File: src/rtl/fetch_pc_unit.sv
// Fetch-stage PC generator and instruction-memory requester.
// Holds the architectural fetch PC, issues requests that stay stable until
// acknowledged, and captures fetched words into a one-entry IF/ID register.
//
// Handshakes:
//   imem: imem_ren/imem_addr are held constant while a request is outstanding
//         (BUSY/DROP); a request completes in any cycle where imem_ren and
//         imem_ack are both high.
//   IF/ID: a transfer occurs in any cycle where if_valid and if_ready are both
//          high; if_valid never drops without a transfer or a flush.
module fetch_pc_unit #(
    parameter logic [31:0] RESET_PC = 32'h0000_0000
) (
    input  logic        clk,
    input  logic        rst,
    output logic [31:0] fetch_pc,
    input  logic [31:0] fetch_target,
    input  logic        fetch_predict,
    input  logic        mem_flush,
    output logic        imem_ren,
    output logic [31:0] imem_addr,
    input  logic        imem_ack,
    input  logic [31:0] imem_rdata,
    output logic        if_valid,
    input  logic        if_ready,
    output logic [31:0] if_inst,
    output logic [31:0] if_pc,
    output logic [31:0] if_target,
    output logic        if_predict,
    output logic [1:0]  dbg_state
);

    localparam logic [1:0] ST_IDLE = 2'd0;
    localparam logic [1:0] ST_BUSY = 2'd1;
    localparam logic [1:0] ST_DROP = 2'd2;

    logic [1:0]  state_q, state_d;
    logic [31:0] pc_q, pc_d;
    logic [31:0] redir_q, redir_d;
    logic        valid_q, valid_d;
    logic [31:0] inst_q, inst_d;
    logic [31:0] ipc_q, ipc_d;
    logic [31:0] itgt_q, itgt_d;
    logic        ipred_q, ipred_d;

    logic        slot_ok;
    logic        req;
    logic        capture;
    logic [31:0] next_pc;

    // Request generation: IDLE issues only when the output slot can take a
    // word and no flush is pending; outstanding requests are held until ack.
    always_comb begin
        slot_ok = !valid_q || if_ready;
        next_pc = fetch_predict ? fetch_target : pc_q + 32'd4;
        case (state_q)
            ST_IDLE: req = slot_ok && !mem_flush;
            ST_BUSY: req = 1'b1;
            ST_DROP: req = 1'b1;
            default: req = 1'b0;
        endcase
    end

    // Next-state, PC selection and IF/ID register update; flush dominates.
    always_comb begin
        state_d = state_q;
        pc_d    = pc_q;
        redir_d = redir_q;
        valid_d = valid_q;
        inst_d  = inst_q;
        ipc_d   = ipc_q;
        itgt_d  = itgt_q;
        ipred_d = ipred_q;
        capture = 1'b0;

        if (mem_flush) begin
            valid_d = 1'b0;
            case (state_q)
                ST_IDLE: pc_d = fetch_target;
                ST_BUSY: begin
                    if (imem_ack) begin
                        pc_d    = fetch_target;
                        state_d = ST_IDLE;
                    end else begin
                        redir_d = fetch_target;
                        state_d = ST_DROP;
                    end
                end
                ST_DROP: begin
                    redir_d = fetch_target;
                    if (imem_ack) begin
                        pc_d    = fetch_target;
                        state_d = ST_IDLE;
                    end
                end
                default: state_d = ST_IDLE;
            endcase
        end else begin
            case (state_q)
                ST_IDLE: begin
                    if (req) begin
                        if (imem_ack) capture = 1'b1;
                        else          state_d = ST_BUSY;
                    end
                end
                ST_BUSY: begin
                    if (imem_ack) begin
                        capture = 1'b1;
                        state_d = ST_IDLE;
                    end
                end
                ST_DROP: begin
                    // Stale word for the pre-flush address: discard it.
                    if (imem_ack) begin
                        pc_d    = redir_q;
                        state_d = ST_IDLE;
                    end
                end
                default: state_d = ST_IDLE;
            endcase

            if (capture) begin
                valid_d = 1'b1;
                inst_d  = imem_rdata;
                ipc_d   = pc_q;
                itgt_d  = next_pc;
                ipred_d = fetch_predict;
                pc_d    = next_pc;
            end else if (valid_q && if_ready) begin
                valid_d = 1'b0;
            end
        end
    end

    // State and datapath registers with asynchronous reset.
    always_ff @(posedge clk or posedge rst) begin
        if (rst) begin
            state_q <= ST_IDLE;
            pc_q    <= RESET_PC;
            redir_q <= 32'h0;
            valid_q <= 1'b0;
            inst_q  <= 32'h0;
            ipc_q   <= 32'h0;
            itgt_q  <= 32'h0;
            ipred_q <= 1'b0;
        end else begin
            state_q <= state_d;
            pc_q    <= pc_d;
            redir_q <= redir_d;
            valid_q <= valid_d;
            inst_q  <= inst_d;
            ipc_q   <= ipc_d;
            itgt_q  <= itgt_d;
            ipred_q <= ipred_d;
        end
    end

    // Reset gates the request combinationally so it drops immediately.
    assign imem_ren   = req && !rst;
    assign imem_addr  = pc_q;
    assign fetch_pc   = pc_q;
    assign if_valid   = valid_q;
    assign if_inst    = inst_q;
    assign if_pc      = ipc_q;
    assign if_target  = itgt_q;
    assign if_predict = ipred_q;
    assign dbg_state  = state_q;

endmodule
File: config.mk
export PLATFORM = sky130hd
export DESIGN_NAME = fetch_pc_unit
export DESIGN_NICKNAME = d
export VERILOG_FILES = /design/src/rtl/fetch_pc_unit.sv
export SDC_FILE = /design/constraint.sdc
export NUM_CORES = 1
export LEC_CHECK = 0
export CAP_MARGIN = 20
export CORE_MARGIN = 4
export CORE_UTILIZATION = 45
export DETAILED_ROUTE_END_ITERATION = 8
export PLACE_DENSITY = 0.77
export RECOVER_POWER = 50
export SYNTH_ARGS = -nofsm -noshare
export SYNTH_HDL_FRONTEND = slang
export SYNTH_SLANG_ARGS = --single-unit
File: constraint.sdc
create_clock -name clk -period 7.4 [get_ports clk]
set_clock_uncertainty 0.2 [all_clocks]
set_input_delay 1.48 -clock clk [delete_from_list [all_inputs] [get_ports clk]]
set_output_delay 1.48 -clock clk [all_outputs]
set_load 0.01 [all_outputs]
## Word level (Yosys, flattened, before mapping)

Cells that the tools add are included.

| word-level totals | value |
|---|---|
| input bits | 70 |
| word-level logic and storage cells | 59 |
| output and inout port bits | 165 |
| bits in registers | 164 |

| operators by class | value |
|---|---|
| mux-type cells | 24 |
| add/sub/neg operators | 1 |
| equality and inequality tests | 8 |
| reduce and logical (&&, ||, !) cells | 17 |
| bitwise gates (word level) | 1 |

Operators by type and width:

| kind | number |
|---|---|
| $mux 32 | 7 |
| $pmux 32 s2 | 2 |
| $add 32x3->32 const B | 1 |
| $mux 2 | 5 |
| $reduce_bool 3->1 | 3 |
| $ne 2x2->1 const B | 4 |
| $mux 1 | 6 |
| $ne 3x2->1 const B | 2 |
| $pmux 2 s3 | 1 |
| $reduce_and 3->1 | 2 |
| $pmux 1 s2 | 2 |
| $pmux 2 s2 | 1 |
| $reduce_and 4->1 | 1 |
| $logic_and 1x1->1 | 3 |
| $logic_not 1->1 | 3 |
| $eq 2x1->1 const B | 1 |
| $eq 2x2->1 const B | 1 |
| $logic_not 2->1 | 1 |
| $reduce_and 2->1 | 1 |
| $reduce_bool 2->1 | 1 |
| $reduce_or 2->1 | 1 |
| $logic_or 1x1->1 | 1 |
| $not 1->1 | 1 |

## Logic depth before layout (Yosys ltp)

| depth | value |
|---|---|
| depth after elaboration | 9 |
| mapped depth | 9 |
| gate-level depth less buffers | 8 |

## Least setup slack after synthesis

OpenSTA, ideal clock, no wires.

| path | value |
|---|---|
| path type | input -> output |
| from | input port mem_flush |
| to | output port imem_ren |
| arrival time | 2434 ps |
| stages | 5 |
| path buffers | 2 |
| required time | 5720 ps |
| path slack | 3286 ps |
| cell sequence | buf_2 inv_1 clkbuf_1 a31oi_1 nor3_1 |

| between the ends | value |
|---|---|
| word-level cells in the longest chain between the ends | 4 |

RTL lines:

| item | RTL line | text |
|---|---|---|
| start: declaration | 19 | `input logic mem_flush,` |
| $logic_not 1->1 | 57 | `ST_IDLE: req = slot_ok && !mem_flush;` |
| $logic_and 1x1->1 | 57 |  |
| $pmux 1 s2 | 56 | `case (state_q)` |
| $logic_and 1x1->1 | 159 | `assign imem_ren = req && !rst;` |
| end: declaration | 20 | `output logic imem_ren,` |

Every way passes these cells.

## Final worst setup path

Ends and elaborated chain as after synthesis.

==> flow_summary.toml <==
[worst_setup_path]
path_cells = "dlygate4sd3_1 > buf_4 > inv_1 > a31oi_1 > nor3_1 > clkdlybuf4s50_1"
cp_slowest_cell = "clkdlybuf4s50_1"
slowest_delay_ns = 0.56
critPathLaunchType = "input port"
endpoint_kind = "output port"
arrival_ns = 3.64
rr_endpoint = "fetch_pc[16]"
cp.required_ns = 5.72
worst-r2r-setup-slack_ns = 3.97
path_delay_family = "buffers and inverters"
r2r-start = "dbg_state[1]"
crit_type = "in2out"
crit_path_max_fanout = 28
critPathBufInv = 4
cp.depth = 6
reg2regPathDepth = 8

[synth]
syn_area_per_cell_um2 = 9.35
synth_compound_area_share_pct = 13.6
synthSimpleGateAreaFrac_pct = 18.5
syn_inst = 843
synth_seq_cells = 164
synth-edff-count = 0
yosys.area_share.adder_pct = 0.793
async_flop_share_pct = 100
syn-cell-area_um2 = 7890
synth_xor_area_share_pct = 3.00
synthMuxAreaShare_pct = 5.71
yosysWarnings = 0
synthFlopType = "dfrtp_1"
ys_seq_area_share_pct = 52.0
syn_nets = 918
synth_cell_types = 53
synth_top_family_by_area = "simple AND/OR/NAND/NOR gates"

[clock_tree]
path_clk_slew_ns = 0.06
cts_buffers = 17
hold_buffers = 0
cts_tree = "done"
cts_buffer_depth = 2
htree_levels = 4
ctsResizeCount = 0
post_cts_buffers = 0
cts.sinks = 164
clockRootBuffer = "clkbuf_16"
worstSkewPairLatency_ns = 0.42

[global_routing]
use_met1_pct = 31.1
grt_first_pass_wirelength_um = 37400
gr-total-overflow = 0
grt.total_usage_pct = 23.7
use_met3_pct = 4.40
top_usage_layer = "met2"
grt_util_met2_pct = 38.6
antenna_found_initial = 0
grt_pass1_vias = 6951
grt_max_degree = 108

[power]
ir_drop_mv = 0.203
p_sw_share_pct = 37.8
internal_power_mw = 2.89
power.leakage_nw = 4.86
p_seq_share_pct = 37.9
p_per_area_nw_per_um2 = 433
p_comb_share_pct = 43.4
power_mw = 4.65
switching_power_mw = 1.76
p_clk_share_pct = 18.7

[placed_design]
dp_hpwl_um = 16000
finalWeightedCongestion = 0.882
placedCellCount = 1229
io_buffer_count = 234

[hold_path]
hold_end = "if_inst[29]"
hold_start = "if_inst[29]"
hold-path-cell-count = 2
hold_class = "reg2reg"

[floorplan]
coreArea_um2 = 17200
die_h_um = 140
die_x_um = 140
rows = 48
die_area_um2 = 19700
ios = 235
start_util_pct = 45.7

[timing]
worstMarginPinSlew_ns = 1.61
fmax_mhz = 188
rsz0062_at_grt = "false"
drv_slew = 26
finalCriticalPeriod_ns = 5.32
setup_tns_ns = 0
setup_viol = 0
final-hold-violation-count = 0
slew_headroom_pct = -7.50
period_share_pct = 71.9

[run_status]
status = "complete, but fails checks"
violations = "capacitance limit, slew limit"

[routing]
remaining_drc_errors = 0
finalWirelength_um = 23400
wl_per_cell_um = 18.6
dr.pass1.iters = 5
drtAntennaViolNets = 0
drtIter0Drc = 507
vias_per_cell = 5.48
num_vias = 6908

[cells_and_area]
antennaDiodeCount = 0
final_nets = 1098
multi_input_area_um2 = 3310
regArea_um2 = 4100
final_cell_count_no_fill = 1261
fillerInstances = 1452
area_delta_synth_final_pct = 36.3
drive_above_1_share_pct = 7.92

[job]
cap_violations = 1
## routing by layer
metal / wire length (um) / part of all wire (%)
met4: 625 / 2.7
met2: 11600 / 50
met5: 0 / 0
met1: 9690 / 41
met3: 1480 / 6.3
## worst max-delay path by stage
stage,endpoint,start
floorplan,dbg_state[0],rst
global placement,imem_ren,mem_flush
detailed placement,imem_ren,mem_flush
CTS,imem_ren,mem_flush
global route,imem_ren,mem_flush
finish,imem_ren,mem_flush
## cells in the mapped netlist, types with 3 or more instances
cell | number | area share [%]
mux2i_1 | 9 | 1.1
o211ai_1 | 7 | 0.67
ha_1 | 5 | 0.79
a21o_1 | 9 | 0.86
xor2_1 | 8 | 0.89
clkbuf_1 | 30 | 1.4
nor2_1 | 37 | 1.8
a221o_1 | 3 | 0.38
nor4_1 | 8 | 0.63
buf_4 | 33 | 3.1
a22o_1 | 8 | 0.89
a22oi_1 | 12 | 1.1
a21oi_1 | 32 | 2.0
and3_1 | 4 | 0.32
xnor2_1 | 19 | 2.1
a221oi_1 | 9 | 1.0
o21ai_0 | 52 | 3.3
dfrtp_1 | 164 | 52
o31a_1 | 5 | 0.56
buf_2 | 15 | 0.95
nand4_1 | 4 | 0.32
a31oi_1 | 5 | 0.40
inv_1 | 11 | 0.52
buf_1 | 5 | 0.24
o21a_1 | 7 | 0.67
nor3_1 | 11 | 0.70
o22ai_1 | 3 | 0.24
mux2_2 | 32 | 4.6
nand2_1 | 247 | 12
nand3_1 | 21 | 1.3
## power by group through the flow
stage,registers (mW),clock network [mW],logic (mW)
after floorplan,1.81,0,1.00
after global placement,1.77,0,2.12
after CTS,1.77,0.884,2.17
after detailed placement,1.78,0,2.16
after global routing,1.83,0.925,2.19
final,1.76,0.872,2.02
## worst register-to-register path: stages (launching register included)
cell and delay [ns]:
dfrtp_1 0.45, inv_1 0.09, ha_1 0.36, or3b_1 0.44, a31o_2 0.34, o31ai_4 0.72, buf_4 0.37, nor2_1 0.08
a211o_1 0.26
## layout by cell type, fill, tap and decap left out, types with 3 or more instances in the layout
cell and n:
a21o_1 9, a21oi_1 31, a221o_1 3, a221oi_1 9
a22o_1 8, a22oi_1 12, a31oi_1 5, and3_1 4
buf_4 9, clkbuf_1 4, clkbuf_16 17, clkbuf_8 6
clkdlybuf4s50_1 102, clkinvlp_4 5, dfrtp_1 164, dlygate4sd3_1 132
ha_1 5, inv_1 10, mux2_2 32, mux2i_1 9
nand2_1 247, nand3_1 20, nand4_1 4, nor2_1 36
nor3_1 11, nor4_1 8, o211ai_1 7, o21a_1 7
o21ai_0 52, o22ai_1 3, o31a_1 5, xnor2_1 19
xor2_1 8
## metrics by stage
| step | cell area (um2) | utilization, % | setup WS (ns) | hold WS (ns) |
|---|---|---|---|---|
| global placement | 10200 | 59.0 | 2.26 | 0.257 |
| detailed placement | 10200 | 59.0 | 2.24 | 0.261 |
| finish | 10800 | 62.4 | 2.08 | 0.265 |
| floorplan | 7890 | - | 1.29 | 0.251 |
| global route | 10800 | 62.4 | 1.99 | 0.282 |
| CTS | 10800 | 62.4 | 2.26 | 0.276 |
## cell families after synthesis
kind of cell / Yosys count
simple gates: 346
compound gates: 165
flops: 164
buf+inv: 95
mux: 41
xor+xnor: 27
fa+ha+maj: 5
## layout make-up
| type | instances | area share [%] |
|---|---|---|
| Sequential cell | 164 | 38.2 |
| Tap cell | 225 | 2.62 |
| Multi-Input combinational cell | 584 | 30.8 |
| Clock inverter | 6 | 0.628 |
| Inverter | 12 | 0.466 |
| Clock buffer | 26 | 4.83 |
| Timing Repair Buffer | 244 | 22.5 |
## sequential cells by signal, summed over array words and instances (netlist names)
register / flops
if_target: 32
if_predict: 1
dbg_state: 2
redir_q: 32
if_inst: 32
if_valid: 1
if_pc: 32
fetch_pc: 32
Note: power is estimated with default switching activity, not from simulation.
